===== config.mk =====
export PLATFORM = sky130hd
export DESIGN_NAME = uart_rx_framer
export DESIGN_NICKNAME = d
export VERILOG_FILES = /design/src/rtl/uart_rx_framer_pkg.sv /design/src/rtl/uart_rx_framer_fifo.sv /design/src/rtl/uart_rx_framer.sv
export SDC_FILE = /design/constraint.sdc
export NUM_CORES = 1
export LEC_CHECK = 0
export ABC_AREA = 1
export CAP_MARGIN = 10
export CORE_MARGIN = 2
export CORE_UTILIZATION = 40
export CTS_BUF_LIST = sky130_fd_sc_hd__clkbuf_16
export DETAILED_ROUTE_END_ITERATION = 10
export HOLD_SLACK_MARGIN = 0.1
export PLACE_DENSITY = 0.53
export SLEW_MARGIN = 20
export SYNTH_ARGS = -nofsm -noshare
export SYNTH_HDL_FRONTEND = slang
export SYNTH_HIERARCHICAL = 1
export SYNTH_SLANG_ARGS = --single-unit

===== constraint.sdc =====
create_clock -name sysclk -period 2.8 [get_ports sysclk]
set_input_delay 0.7 -clock sysclk [delete_from_list [all_inputs] [get_ports sysclk]]
set_output_delay 0.7 -clock sysclk [all_outputs]
set_load 0.1 [all_outputs]

===== src/rtl/uart_rx_framer_pkg.sv =====
// Shared definitions for the UART receive framer: FSM states and the default oversampling ratio.
package uart_rx_framer_pkg;

  typedef enum logic [2:0] {
    ST_IDLE      = 3'd0,
    ST_START     = 3'd1,
    ST_DATA      = 3'd2,
    ST_STOP      = 3'd3,
    ST_WAIT_IDLE = 3'd4
  } rx_state_e;

  localparam int unsigned RX_OSR = 8;

endpackage


===== src/rtl/uart_rx_framer_fifo.sv =====
// Synchronous receive FIFO with a registered head output that holds its last value when drained.
module uart_rx_framer_fifo #(
  parameter int unsigned WIDTH = 8,
  parameter int unsigned DEPTH = 4
) (
  input  logic             clk_i,
  input  logic             rst_n_i,
  input  logic             push_i,
  input  logic             pop_i,
  input  logic [WIDTH-1:0] din_i,
  output logic [WIDTH-1:0] dout_o,
  output logic             empty_o,
  output logic             full_o
);

  localparam int unsigned AW = $clog2(DEPTH);

  logic [AW:0]      wptr_q, wptr_d, rptr_q, rptr_d, rptr_nx;
  logic [WIDTH-1:0] mem_q [DEPTH];
  logic [WIDTH-1:0] dout_q, dout_d;
  logic             do_push, do_pop;

  assign empty_o = (wptr_q == rptr_q);
  assign full_o  = (wptr_q[AW] != rptr_q[AW]) && (wptr_q[AW-1:0] == rptr_q[AW-1:0]);
  assign do_pop  = pop_i & ~empty_o;
  assign do_push = push_i & (~full_o | do_pop);
  assign rptr_nx = rptr_q + 1'b1;
  assign dout_o  = dout_q;

  // The head register tracks whichever entry will be at rptr after this cycle.
  always_comb begin
    wptr_d = do_push ? (wptr_q + 1'b1) : wptr_q;
    rptr_d = do_pop ? rptr_nx : rptr_q;
    dout_d = dout_q;
    if (do_pop) begin
      if (rptr_nx != wptr_q) begin
        dout_d = mem_q[rptr_nx[AW-1:0]];
      end else if (do_push) begin
        dout_d = din_i;
      end
    end else if (do_push && empty_o) begin
      dout_d = din_i;
    end
  end

  always_ff @(posedge clk_i) begin
    if (!rst_n_i) begin
      wptr_q <= '0;
      rptr_q <= '0;
      dout_q <= '0;
    end else begin
      wptr_q <= wptr_d;
      rptr_q <= rptr_d;
      dout_q <= dout_d;
    end
  end

  always_ff @(posedge clk_i) begin
    if (do_push) begin
      mem_q[wptr_q[AW-1:0]] <= din_i;
    end
  end

endmodule


===== src/rtl/uart_rx_framer.sv =====
// UART 8N1 receive framer: synchronises rxd, oversamples on bx8clk, checks framing and buffers bytes.
module uart_rx_framer
  import uart_rx_framer_pkg::*;
#(
  parameter int unsigned DATA_BITS  = 8,
  parameter int unsigned OSR        = RX_OSR,
  parameter int unsigned FIFO_DEPTH = 4
) (
  input  logic                 sysclk,
  input  logic                 rst_n,
  input  logic                 bx8clk,
  input  logic                 rxd,
  input  logic                 rd_ackH,
  output logic [DATA_BITS-1:0] RDR,
  output logic                 rxd_readyH,
  output logic                 framing_errH,
  output logic                 overrun_errH,
  output logic                 rx_busyH
);

  localparam int unsigned TW = $clog2(OSR);
  localparam int unsigned BW = $clog2(DATA_BITS);
  localparam logic [TW-1:0] MID_TICK  = TW'(OSR / 2 - 1);
  localparam logic [TW-1:0] LAST_TICK = TW'(OSR - 1);
  localparam logic [BW-1:0] LAST_BIT  = BW'(DATA_BITS - 1);

  rx_state_e            state_q, state_d;
  logic                 rxd_meta_q, rxd_s_q;
  logic [TW-1:0]        tcnt_q, tcnt_d;
  logic [BW-1:0]        bcnt_q, bcnt_d;
  logic [DATA_BITS-1:0] shift_q, shift_d;
  logic                 ferr_q, oerr_q;
  logic                 stop_ok, stop_bad;
  logic                 fifo_empty, fifo_full;

  always_ff @(posedge sysclk) begin
    if (!rst_n) begin
      rxd_meta_q <= 1'b1;
      rxd_s_q    <= 1'b1;
      state_q    <= ST_IDLE;
      tcnt_q     <= '0;
      bcnt_q     <= '0;
      ferr_q     <= 1'b0;
      oerr_q     <= 1'b0;
    end else begin
      rxd_meta_q <= rxd;
      rxd_s_q    <= rxd_meta_q;
      state_q    <= state_d;
      tcnt_q     <= tcnt_d;
      bcnt_q     <= bcnt_d;
      ferr_q     <= stop_bad;
      oerr_q     <= stop_ok & fifo_full & ~rd_ackH;
    end
  end

  always_ff @(posedge sysclk) begin
    shift_q <= shift_d;
  end

  always_comb begin
    state_d = state_q;
    if (bx8clk) begin
      case (state_q)
        ST_IDLE:      if (!rxd_s_q) state_d = ST_START;
        ST_START:     if (tcnt_q == MID_TICK) state_d = rxd_s_q ? ST_IDLE : ST_DATA;
        ST_DATA:      if (tcnt_q == LAST_TICK && bcnt_q == LAST_BIT) state_d = ST_STOP;
        ST_STOP:      if (tcnt_q == LAST_TICK) state_d = rxd_s_q ? ST_IDLE : ST_WAIT_IDLE;
        ST_WAIT_IDLE: if (rxd_s_q) state_d = ST_IDLE;
        default:      state_d = ST_IDLE;
      endcase
    end
  end

  // Counters, shift register and stop-bit verdict; all advance only on bx8clk.
  always_comb begin
    tcnt_d   = tcnt_q;
    bcnt_d   = bcnt_q;
    shift_d  = shift_q;
    stop_ok  = 1'b0;
    stop_bad = 1'b0;
    if (bx8clk) begin
      case (state_q)
        ST_IDLE: begin
          tcnt_d = '0;
          bcnt_d = '0;
        end
        ST_START: begin
          if (tcnt_q == MID_TICK) begin
            tcnt_d = '0;
            bcnt_d = '0;
          end else begin
            tcnt_d = tcnt_q + 1'b1;
          end
        end
        ST_DATA: begin
          tcnt_d = tcnt_q + 1'b1;
          if (tcnt_q == LAST_TICK) begin
            shift_d = {rxd_s_q, shift_q[DATA_BITS-1:1]};
            bcnt_d  = bcnt_q + 1'b1;
          end
        end
        ST_STOP: begin
          tcnt_d = tcnt_q + 1'b1;
          if (tcnt_q == LAST_TICK) begin
            stop_ok  = rxd_s_q;
            stop_bad = ~rxd_s_q;
          end
        end
        default: ;
      endcase
    end
  end

  uart_rx_framer_fifo #(
    .WIDTH (DATA_BITS),
    .DEPTH (FIFO_DEPTH)
  ) u_fifo (
    .clk_i   (sysclk),
    .rst_n_i (rst_n),
    .push_i  (stop_ok),
    .pop_i   (rd_ackH),
    .din_i   (shift_q),
    .dout_o  (RDR),
    .empty_o (fifo_empty),
    .full_o  (fifo_full)
  );

  assign rxd_readyH   = ~fifo_empty;
  assign framing_errH = ferr_q;
  assign overrun_errH = oerr_q;
  assign rx_busyH     = (state_q != ST_IDLE);

endmodule


After elaboration in Yosys (flattened, before gate mapping). Memory sizes are Yosys's and may differ from the RTL's. Cells that the tools add are included.

Flip-flop bits (word level): 35. Bits in writable memories: 32. Input bits: 5. Output and inout bits: 12. Memories: 1.

Add/sub/neg operators: 4. Equal/unequal tests: 18. Multiplexer cells: 22. Bitwise operators: 9. Reductions and logical operators: 15.

Memories: u_fifo.mem_q (depth 4, width 8, rd ports 1, clocked after memory_dff 0, write ports 1, line uart_rx_framer_fifo.sv:19) `logic [WIDTH-1:0] mem_q [DEPTH];`.

Operators with widths (count): 2-to-1 mux 8 bit (4); 2-to-1 mux 3 bit (9); one-hot mux 3 bit (3 select lines) (2); one-hot mux 3 bit (5 select lines) (1); adder 3 x 1 -> 3 bit (second input constant) (4); inequality test 2 bit (second input constant) (6); == test 3 x 2 -> 1 bit (second input constant) (3); == test 3 bit (second input constant) (3); nonzero test 3 bit (3); AND reduction 4 bit (2); AND reduction 6 bit (1); 2-to-1 mux 1 bit (5); bitwise AND 1 bit (4); NOT 1 bit (4); AND reduction 2 bit (2); == test 3 x 1 -> 1 bit (second input constant) (1); == test 3 bit (1); logical AND 1 bit (3); zero test 3 bit (1); inequality test 3 x 2 -> 1 bit (second input constant) (1); inequality test 3 bit (1); AND reduction 3 bit (1); == test 2 bit (1); 2-to-1 mux 2 bit (1); 4 further kinds (4).

Depth between registers and ports, before layout. Gate-level depths: netlist (run 1).

Depth in word-level cells: 8. Mapped depth: 13.

Cells and area by module. Netlist (run 1), hierarchy kept.

Modules (own cells, without submodules): uart_rx_framer_fifo (times used 1, cells an instance 229, area an instance 2107.0 um^2, sequential area each 1241.2 um^2); uart_rx_framer (times used 1, cells an instance 123, area an instance 998.5 um^2, sequential area each 500.5 um^2).

Worst setup path after synthesis (run 1). No wires, ideal clock.

Kind: reg-to-output. Start point: reg u_fifo.rptr_q[0]. End point: out rxd_readyH. Arrival time: 1358 ps. Required time: 2100 ps. Setup slack: 742 ps. Stages on the path, launching flop included: 8. Path buffers: 1. Cells stage by stage: dfxtp_1 -> buf_4 -> inv_4 -> nand2_2 -> nand2_4 -> nand3_2 -> inv_1 -> inv_1.

Word-level cells in the longest chain between the ends: 2.

Ends and longest elaborated chain: from (decl) (line uart_rx_framer_fifo.sv:18) `logic [AW:0] wptr_q, wptr_d, rptr_q, rptr_d, rptr_nx;`; from (signal assigned) (line uart_rx_framer_fifo.sv:53) `rptr_q <= rptr_d;`; == test 3 bit (line uart_rx_framer_fifo.sv:23) `assign empty_o = (wptr_q == rptr_q);`; via fifo_empty (line uart_rx_framer.sv:34) `logic fifo_empty, fifo_full;`; NOT 1 bit (line uart_rx_framer.sv:128) `assign rxd_readyH = ~fifo_empty;`; to (decl) (line uart_rx_framer.sv:15) `output logic rxd_readyH,`.

The timed path passes the listed nets, and every way through them passes these cells.

Worst setup path after layout (run 1). Same ends and word-level chain as after synthesis.

==> flow_summary.yaml, run 1 <==
global_routing:
  grt.met2_usage: 0.2433
  top_usage_layer: "met2"
  grt_usage: 0.1576
  grtUsageMet3: 0.04273
  grt_pass1_wl_um: 10420
  met1_usage: 0.2090
  grt_overflow: 0
  antenna_found_initial: 0
  grt_max_degree: 22
  grt_pass1_vias: 2193
synthesis:
  synth_cell_types: 31
  synthMuxAreaShare: 0
  netlist_instances: 352
  synth_area_um2: 3105
  synth_top_family_by_area: "simple AND/OR/NAND/NOR gates"
  synthAdderAreaFrac: 0.04835
  synth_xor_area_frac: 0.005641
  synthSimpleGateAreaFrac: 0.2353
  syn_nets: 369
  synth_area_leader_cell: "edfxtp_1"
  yosys_register_bits: 67
  postSynthAreaPerCell_um2: 8.822
  yosysWarnings: 6
  synth_area_leaders: "edfxtp_1 39%, dfxtp_1 17%, nand2_1 10%, nor2_1 7.0%, ha_1 4.8%"
  synth_compound_area_frac: 0.08058
  synthDominantCellAreaShare: 0.3868
  yosysSeqAreaShare: 0.5608
power:
  ir_drop_mv: 0.3911
  leakage_nw: 1.600
  powerDensity_nw_per_um2: 1145
worst_setup_path:
  worst-path-max-fanout: 19
  worstSetupPathType: "flop to primary output"
  arrival_ps: 1630
  crit_path_start: "u_fifo/rptr_q[0]"
  cp-start-kind: "flop"
  crit_required_ps: 2100
  cp-end-kind: "primary output"
  timing.rr.start: "u_fifo/rptr_q[1]"
drt:
  drtPass1Iterations: 4
  drc: 0
  ant_nets: 0
  vias_per_cell: 4.593
  route.vias.total: 2232
  routedWlPerCell_um: 12.49
  wirelength_um: 6072
  drtIter0Drc: 92
timing:
  drv_slew: 0
  final_hold_viol_count: 0
  period_minus_slack_ps: 2334
  relSlewSlack: 0.7255
  post-route-period-util: 0.8336
  worstMarginPinSlew_ps: 410.2
  whs_ps: 414.1
  max_freq_ghz: 0.4284
  tns_ps: 0
  rsz0062_at_grt: "false"
  setup_violations: 0
  fin_skew_ps: 5.482
cells_and_area:
  syn2layout_area_growth_pct: 20.87
  nets: 396
  antenna_cells: 0
  finalInstanceArea_um2: 3754
  drive_above_1_share: 0.1510
floorplanning:
  initial_utilization: 0.4082
  dieArea_um2: 8484
  fp.dieW_um: 92.11
  core_um2: 7607
  die_h_um: 92.11
  core.rowCount: 32
  io_pins: 17
placement:
  dpl.hpwl_um: 4150
  place_area_um2: 3388
  place_congestion: 0.7942
  portBuffers: 16
clock_tree:
  post-cts-setup-buffers: 0
  insertion_delay_ps: 320
  htree_levels: 3
  cts_tree: "built"
  cts_resized: 0
  cts-buffers-inserted: 9
  cts.clk_slew.worst_paths_ps: 60
  cts_hold_buf: 0
  clock-sinks: 67
  cts.root.buffer_cell: "clkbuf_16"
  cts_buffer_depth: 2
flow_run:
  max_cap_viol_count: 0
run_status:
  status: "completed"
min_path:
  min_path_type: "flop to flop"
  worstHoldStart: "rxd_meta_q"
==> report_power, final <==
part / total (mW) / switching (mW) / internal [mW]
clock: 1.37 / 0.412 / 0.958
sequential: 1.18 / 0.0586 / 1.12
combinational: 1.75 / 1.25 / 0.495
==> cells by family after synthesis <==
family | Yosys count
buf+inv | 53
fa+ha+maj | 12
compound gates | 45
xor+xnor | 2
simple gates | 173
flops | 67
==> worst max-delay path, cell delays in order (launching register included) <==
cell	delay, ps
dfxtp_1	310
buf_4	200
inv_4	180
nand2_2	100
nand2_4	90
nand3_2	110
inv_1	80
inv_1	60
buf_12	160
==> path summary, 6_finish.rpt <==
path         cells past startpoint  slack (ps)               end
max                              8         470        rxd_readyH
min                              1         410           rxd_s_q
min reg2reg                      1         410           rxd_s_q
max reg2reg                     10         760  u_fifo/dout_o[2]
==> layout by cell type (no fill, tap or decap) <==
cell type	netlist	final
a21oi_1	11	11
a21oi_2	1	1
buf_12	0	1
buf_4	1	18
bufinv_16	0	4
clkbuf_16	0	9
clkdlybuf4s50_1	0	4
clkinv_1	1	2
clkinv_4	0	1
clkinvlp_4	0	1
dfxtp_1	27	27
edfxtp_1	40	40
ha_1	12	12
inv_1	38	38
inv_2	6	6
inv_4	1	1
nand2_1	85	85
nand2_2	6	6
nand2_4	1	1
nand3_1	7	7
nand3_2	3	3
nand4_1	4	4
nor2_1	58	58
nor2_2	3	3
nor3_1	1	1
nor4_1	2	2
o21ai_0	24	24
o21ai_4	1	1
o22ai_1	8	8
or2_1	1	1
or2_2	2	2
xnor2_1	1	1
xor2_1	1	1
==> layout make-up <==
class	count	area, um2
multi-input combinational	232	1149
timing repair buffer	23	195.2
clock inverter	7	140.1
sequential	67	1742
clock buffer	9	225.2
inverter	46	175.2
fill	721	3854
tap	102	127.6
==> sequential cells by signal, indices dropped and copies added (netlist names) <==
| name | count |
|---|---|
| tcnt_q | 3 |
| state_q | 3 |
| u_fifo/wptr_q | 3 |
| shift_q | 8 |
| bcnt_q | 3 |
| u_fifo/mem_q | 32 |
| u_fifo/dout_o | 8 |
| rxd_meta_q | 1 |
| rxd_s_q | 1 |
| framing_errH | 1 |
| overrun_errH | 1 |
| u_fifo/rptr_q | 3 |
==> through the flow <==
step / cells / worst slack (ps) / util / total power, mW
after floorplan: 352 / 742.2 / - / 2.611
after global placement: 470 / 500.1 / 0.4454 / 2.933
after detailed placement: 470 / 479.2 / 0.4454 / 2.940
after CTS: 486 / 447.3 / 0.4934 / 4.330
after global routing: 486 / 325.7 / 0.4934 / 4.593
final: 486 / 465.9 / 0.4934 / 4.298
==> cells in the mapped netlist (all sizes together) <==
cell type / number
nand2: 92
nor2: 61
inv: 45
edfxtp: 40
dfxtp: 27
o21ai: 25
a21oi: 12
ha: 12
nand3: 10
o22ai: 8
clkbuf: 4
nand4: 4
buf: 3
or2: 3
nor4: 2
clkinv: 1
nor3: 1
xnor2: 1
xor2: 1
==> layer usage <==
layer,vias to the layer above,routed length (um),share of wire
met5,-,0,0
met4,0,76,0.013
met1,988,2959,0.49
met2,47,2726,0.45
li1,1191,-,-
met3,6,310,0.051
No activity file was read; power rests on OpenSTA's default activity.
==> run 2, diff against run 1 <==
--- a/config.mk
+++ b/config.mk
@@ -12,7 +12,7 @@
 export CTS_BUF_LIST = sky130_fd_sc_hd__clkbuf_16
 export DETAILED_ROUTE_END_ITERATION = 10
 export HOLD_SLACK_MARGIN = 0.1
-export PLACE_DENSITY = 0.53
+export PLACE_DENSITY = 0.55
 export SLEW_MARGIN = 20
 export SYNTH_ARGS = -nofsm -noshare
 export SYNTH_HDL_FRONTEND = slang
==> constraint.sdc (replaced) <==
create_clock -name sysclk -period 1.95 [get_ports sysclk]
set_input_delay 0.4875 -clock sysclk [delete_from_list [all_inputs] [get_ports sysclk]]
set_output_delay 0.4875 -clock sysclk [all_outputs]
set_load 0.1 [all_outputs]
==> flow_summary.yaml, run 2 (synthesis gave the netlist of run 1 again) <==
run_status:
  status: "completed"
drt:
  vias_per_cell: 4.579
  top_layer_used: "met4"
  wl_met1_um: 2997
  ant_nets: 0
  route.vias.total: 2276
  drc: 0
  routedWlPerCell_um: 12.31
  wirelength_um: 6117
  wl_met2_um: 2848
  drtPass1Iterations: 4
  drtIter0Drc: 93
  wl_met3_um: 228
power:
  intPower_mw: 3.665
  p_comb_frac: 0.477
  p_clk_frac: 0.245
  pwr-share-seq: 0.279
  leakage_nw: 1.669
  powerDensity_nw_per_um2: 1583
  swShare: 0.4099
  p_switching_mw: 2.546
  ir_drop_mv: 0.5381
cells_and_area:
  syn2layout_area_growth_pct: 26.39
  final_cell_mix: "85 x nand2_1, 57 x nor2_1, 40 x edfxtp_1"
  final_common_cell: "nand2_1"
  final_util: 0.5160
  largest_register_ffs: 32
  nets: 407
  antenna_cells: 0
  drive_above_1_share: 0.1899
flow_run:
  max_cap_viol_count: 0
floorplanning:
  core_um2: 7607
  dieArea_um2: 8484
  core.rowCount: 32
  fp.dieW_um: 92.11
  die_h_um: 92.11
  io_pins: 17
  initial_utilization: 0.4082
timing:
  drv_slew: 0
  max_freq_ghz: 0.5345
  fin_skew_ps: 8.133
  final_hold_viol_count: 0
  whs_ps: 411.4
  setup_violations: 0
  period_minus_slack_ps: 1871
  post-route-period-util: 0.9595
  tns_ps: 0
  relSlewSlack: 0.8182
  worstMarginPinSlew_ps: 271.6
  layout_setup_ws_ps: 79.04
placement:
  place_ws_ps: -121.3
  place_congestion: 0.8327
  dpl.hpwl_um: 4170
  portBuffers: 16
worst_setup_path:
  cp-end-kind: "primary output"
  cp_slowest_cell: "dfxtp_2"
  cp_cell_sequence: "buf_6, nand2_1, nand2_4, nand3_2, inv_1, inv_1, buf_12"
  max_stage_delay_ps: 330
  cp-start-kind: "flop"
  arrival_ps: 1380
  worstSetupPathType: "flop to primary output"
  cpMostUsedCell: "inv_1"
  worst-path-max-fanout: 4
  crit_required_ps: 1460
global_routing:
  grt_pass1_wl_um: 10160
  antenna_found_initial: 0
  grt_overflow: 0
  grt_usage: 0.1549
  grt_max_degree: 19
  grt_pass1_vias: 2129
clock_tree:
  cts_buffer_depth: 2
  cts_hold_buf: 0
  clock-sinks: 67
  cts_tree: "built"
  cts.root.buffer_cell: "clkbuf_16"
  cts.clk_slew.worst_paths_ps: 50
  cts-buffers-inserted: 9
  htree_levels: 3
  insertion_delay_ps: 320
min_path:
  min_path_type: "flop to flop"
[run 2: final cells by class]
cell class / instances / area [um2]
Multi-Input combinational cell: 232 / 1159
Sequential cell: 67 / 1747
Inverter: 46 / 175.2
Timing Repair Buffer: 34 / 431.7
Clock inverter: 7 / 60.06
Fill cell: 697 / 3682
Clock buffer: 9 / 225.2
Tap cell: 102 / 127.6
[run 2: power groups by stage]
stage                     Combinational [mW]  Clock (mW)  Sequential (mW)
final                                   2.96        1.52             1.73
after global routing                    3.22        1.63             1.75
after CTS                               2.86        1.56             1.73
after detailed placement                2.83           0             1.75
after global placement                  2.81           0             1.75
after floorplan                         1.70           0             2.05
[run 2: final timing paths]
check,start,endpoint,slack (ps),cells past startpoint
worst min-delay path,rxd_meta_q,rxd_s_q,410,1
worst max-delay path,u_fifo/rptr_q[0],rxd_readyH,80,7
worst min register to register,rxd_meta_q,rxd_s_q,410,1
worst max register to register,tcnt_q[0],u_fifo/dout_o[7],160,12
[run 2: worst max-delay path: cells and delay by family, from the launching register on]
kind,cells,cell delay [ps]
buffers and inverters,4,410
AND/OR/NAND/NOR,3,320
flip-flops,1,330
[run 2: routing by layer]
| layer | track usage | vias to the layer above |
|---|---|---|
| met5 | 0 | - |
| met2 | 0.2482 | 37 |
| li1 | - | 1215 |
| met3 | 0.03040 | 4 |
| met1 | 0.2078 | 1020 |
| met4 | 0.05970 | 0 |
[run 2: repair_timing]
item,4_1_cts,5_1_grt
setup buffers,1,1
gates resized for setup,3,5
endpoints found under the setup margin,1,9
pin swaps,0,2
[run 2: stage by stage]
step	area [um2]	cells	total power [mW]
2_1_floorplan	3105	352	3.749
3_3_place_gp	3593	479	4.560
3_5_place_dp	3593	479	4.579
4_1_cts	3892	496	6.143
5_1_grt	3925	497	6.595
6_report	3925	497	6.212
==> run 3, diff against run 2 <==
--- a/config.mk
+++ b/config.mk
@@ -11,6 +11,7 @@
 export CORE_UTILIZATION = 40
 export CTS_BUF_LIST = sky130_fd_sc_hd__clkbuf_16
 export DETAILED_ROUTE_END_ITERATION = 10
+export GPL_TIMING_DRIVEN = 0
 export HOLD_SLACK_MARGIN = 0.1
 export PLACE_DENSITY = 0.55
 export SLEW_MARGIN = 20
==> flow_summary.yaml, run 3 (synthesis gave the netlist of run 1 again) <==
run_status:
  status: "completed"
cells_and_area:
  drive_above_1_share: 0.2137
  fillers: 689
  largest_register_ffs: 32
  final_cell_mix: "85 x nand2_1, 52 x nor2_1, 40 x edfxtp_1"
  final_common_cell: "nand2_1"
  nets: 405
  syn2layout_area_growth_pct: 26.07
  finalInstanceArea_um2: 3915
  antenna_cells: 0
power:
  p_comb_frac: 0.460
  p_clk_frac: 0.263
  ir_drop_mv: 0.6100
  total_power_mw: 6.150
  p_switching_mw: 2.635
  intPower_mw: 3.515
  powerDensity_nw_per_um2: 1571
  pwr-share-seq: 0.277
  swShare: 0.4285
  leakage_nw: 1.588
clock_tree:
  cts_buffer_depth: 2
  insertion_delay_ps: 330
  cts.root.buffer_cell: "clkbuf_16"
  clock-sinks: 67
  cts_hold_buf: 0
  cts-buffers-inserted: 9
  htree_levels: 3
  cts_tree: "built"
  cts.clk_slew.worst_paths_ps: 60
worst_setup_path:
  worst-path-max-fanout: 4
  worstSetupPathType: "flop to primary output"
  crit_path_start: "u_fifo/rptr_q[0]"
  cp-start-kind: "flop"
  cp-end-kind: "primary output"
  crit_required_ps: 1460
  timing.rr.start: "tcnt_q[1]"
  arrival_ps: 1390
  r2r_cells: 6
timing:
  fin_skew_ps: 6.458
  drv_slew: 0
  period_minus_slack_ps: 1874
  final_hold_viol_count: 0
  relSlewSlack: 0.5154
  setup_violations: 0
  max_freq_ghz: 0.5336
  worstMarginPinSlew_ps: 723.0
  post-route-period-util: 0.9611
min_path:
  whs_path_depth: 1
  min_path_type: "flop to flop"
  worstHoldStart: "rxd_meta_q"
placement:
  dpl.hpwl_um: 4101
  place_congestion: 0.8373
  place_area_um2: 3398
  portBuffers: 16
drt:
  vias_per_cell: 4.594
  routedWlPerCell_um: 12.64
  ant_nets: 0
  route.vias.total: 2274
  drc: 0
  drtIter0Drc: 117
  drtPass1Iterations: 4
  wirelength_um: 6255
global_routing:
  grt_max_degree: 14
  grt_pass1_wl_um: 10140
  grt_pass1_vias: 2166
  antenna_found_initial: 0
  grt_overflow: 0
  grt_usage: 0.1579
floorplanning:
  initial_utilization: 0.4082
  core_um2: 7607
  io_pins: 17
  die_h_um: 92.11
  fp.dieW_um: 92.11
  dieArea_um2: 8484
  core.rowCount: 32
flow_run:
  max_cap_viol_count: 0
[run 3: cell count changes in the layout (fill, tap and decap cells not counted), moves of 3 or more]
cell / previous run / this run
buf_12: 13 / 4
buf_4: 16 / 6
clkbuf_1: 0 / 3
clkdlybuf4s15_2: 0 / 9
clkinv_2: 3 / 0
clkinvlp_4: 1 / 5
inv_1: 38 / 35
nor2_1: 57 / 52
nor2_4: 0 / 5
[run 3: final cells by class]
type / instances / area (um2) / area share
Buffer: 7 / 46.29 / 0.01182
Clock buffer: 9 / 225.2 / 0.05753
Clock inverter: 7 / 77.57 / 0.01981
Inverter: 46 / 183.9 / 0.04698
Multi-Input combinational cell: 232 / 1229 / 0.3138
Sequential cell: 67 / 1749 / 0.4468
Tap cell: 102 / 127.6 / 0.03260
Timing Repair Buffer: 25 / 276.5 / 0.07063
[run 3: worst paths after layout]
path	endpoint	slack [ps]
worst max register to register	u_fifo/mem_q[2][1]	150
worst max-delay path	rxd_readyH	80
worst min register to register	rxd_s_q	410
worst min-delay path	rxd_s_q	410
[run 3: per-stage QoR]
step                hold WS (ps)  std cells  TNS, ps  setup WS (ps)    util
floorplan                  392.5        352        0          104.7       -
global placement           393.9        470   -26200         -645.4  0.4461
detailed placement         401.4        470   -25090         -690.2  0.4467
CTS                        414.3        487    -2224         -143.7  0.4944
global route               427.8        495   -2.679         -2.679  0.5146
finish                     412.0        495        0          75.91  0.5146
[run 3: routing by layer]
| metal | GRT usage | part of all wire |
|---|---|---|
| met5 | 0 | 0 |
| met4 | 0.07836 | 0.017 |
| met3 | 0.03451 | 0.027 |
| met2 | 0.2653 | 0.49 |
| met1 | 0.1915 | 0.46 |
[run 3: critical path, stage by stage, from the launching register on]
cell and delay, ps:
dfxtp_2 330, buf_6 130, nand2_1 120, nand2_4 80
nand3_4 100, inv_2 30, inv_1 90, buf_12 180
[run 3: repair_timing]
action | 4_1_cts | 5_1_grt
pin swaps | 0 | 6
setup endpoints to repair | 53 | 43
setup buffers | 1 | 8
resized for setup | 54 | 21
[run 3: power groups by stage]
stage / combinational [mW] / sequential, mW / clock [mW]
after floorplan: 1.70 / 2.05 / 0
after global placement: 2.56 / 1.72 / 0
after detailed placement: 2.58 / 1.72 / 0
after CTS: 2.69 / 1.70 / 1.66
after global routing: 3.12 / 1.72 / 1.71
final: 2.83 / 1.70 / 1.62
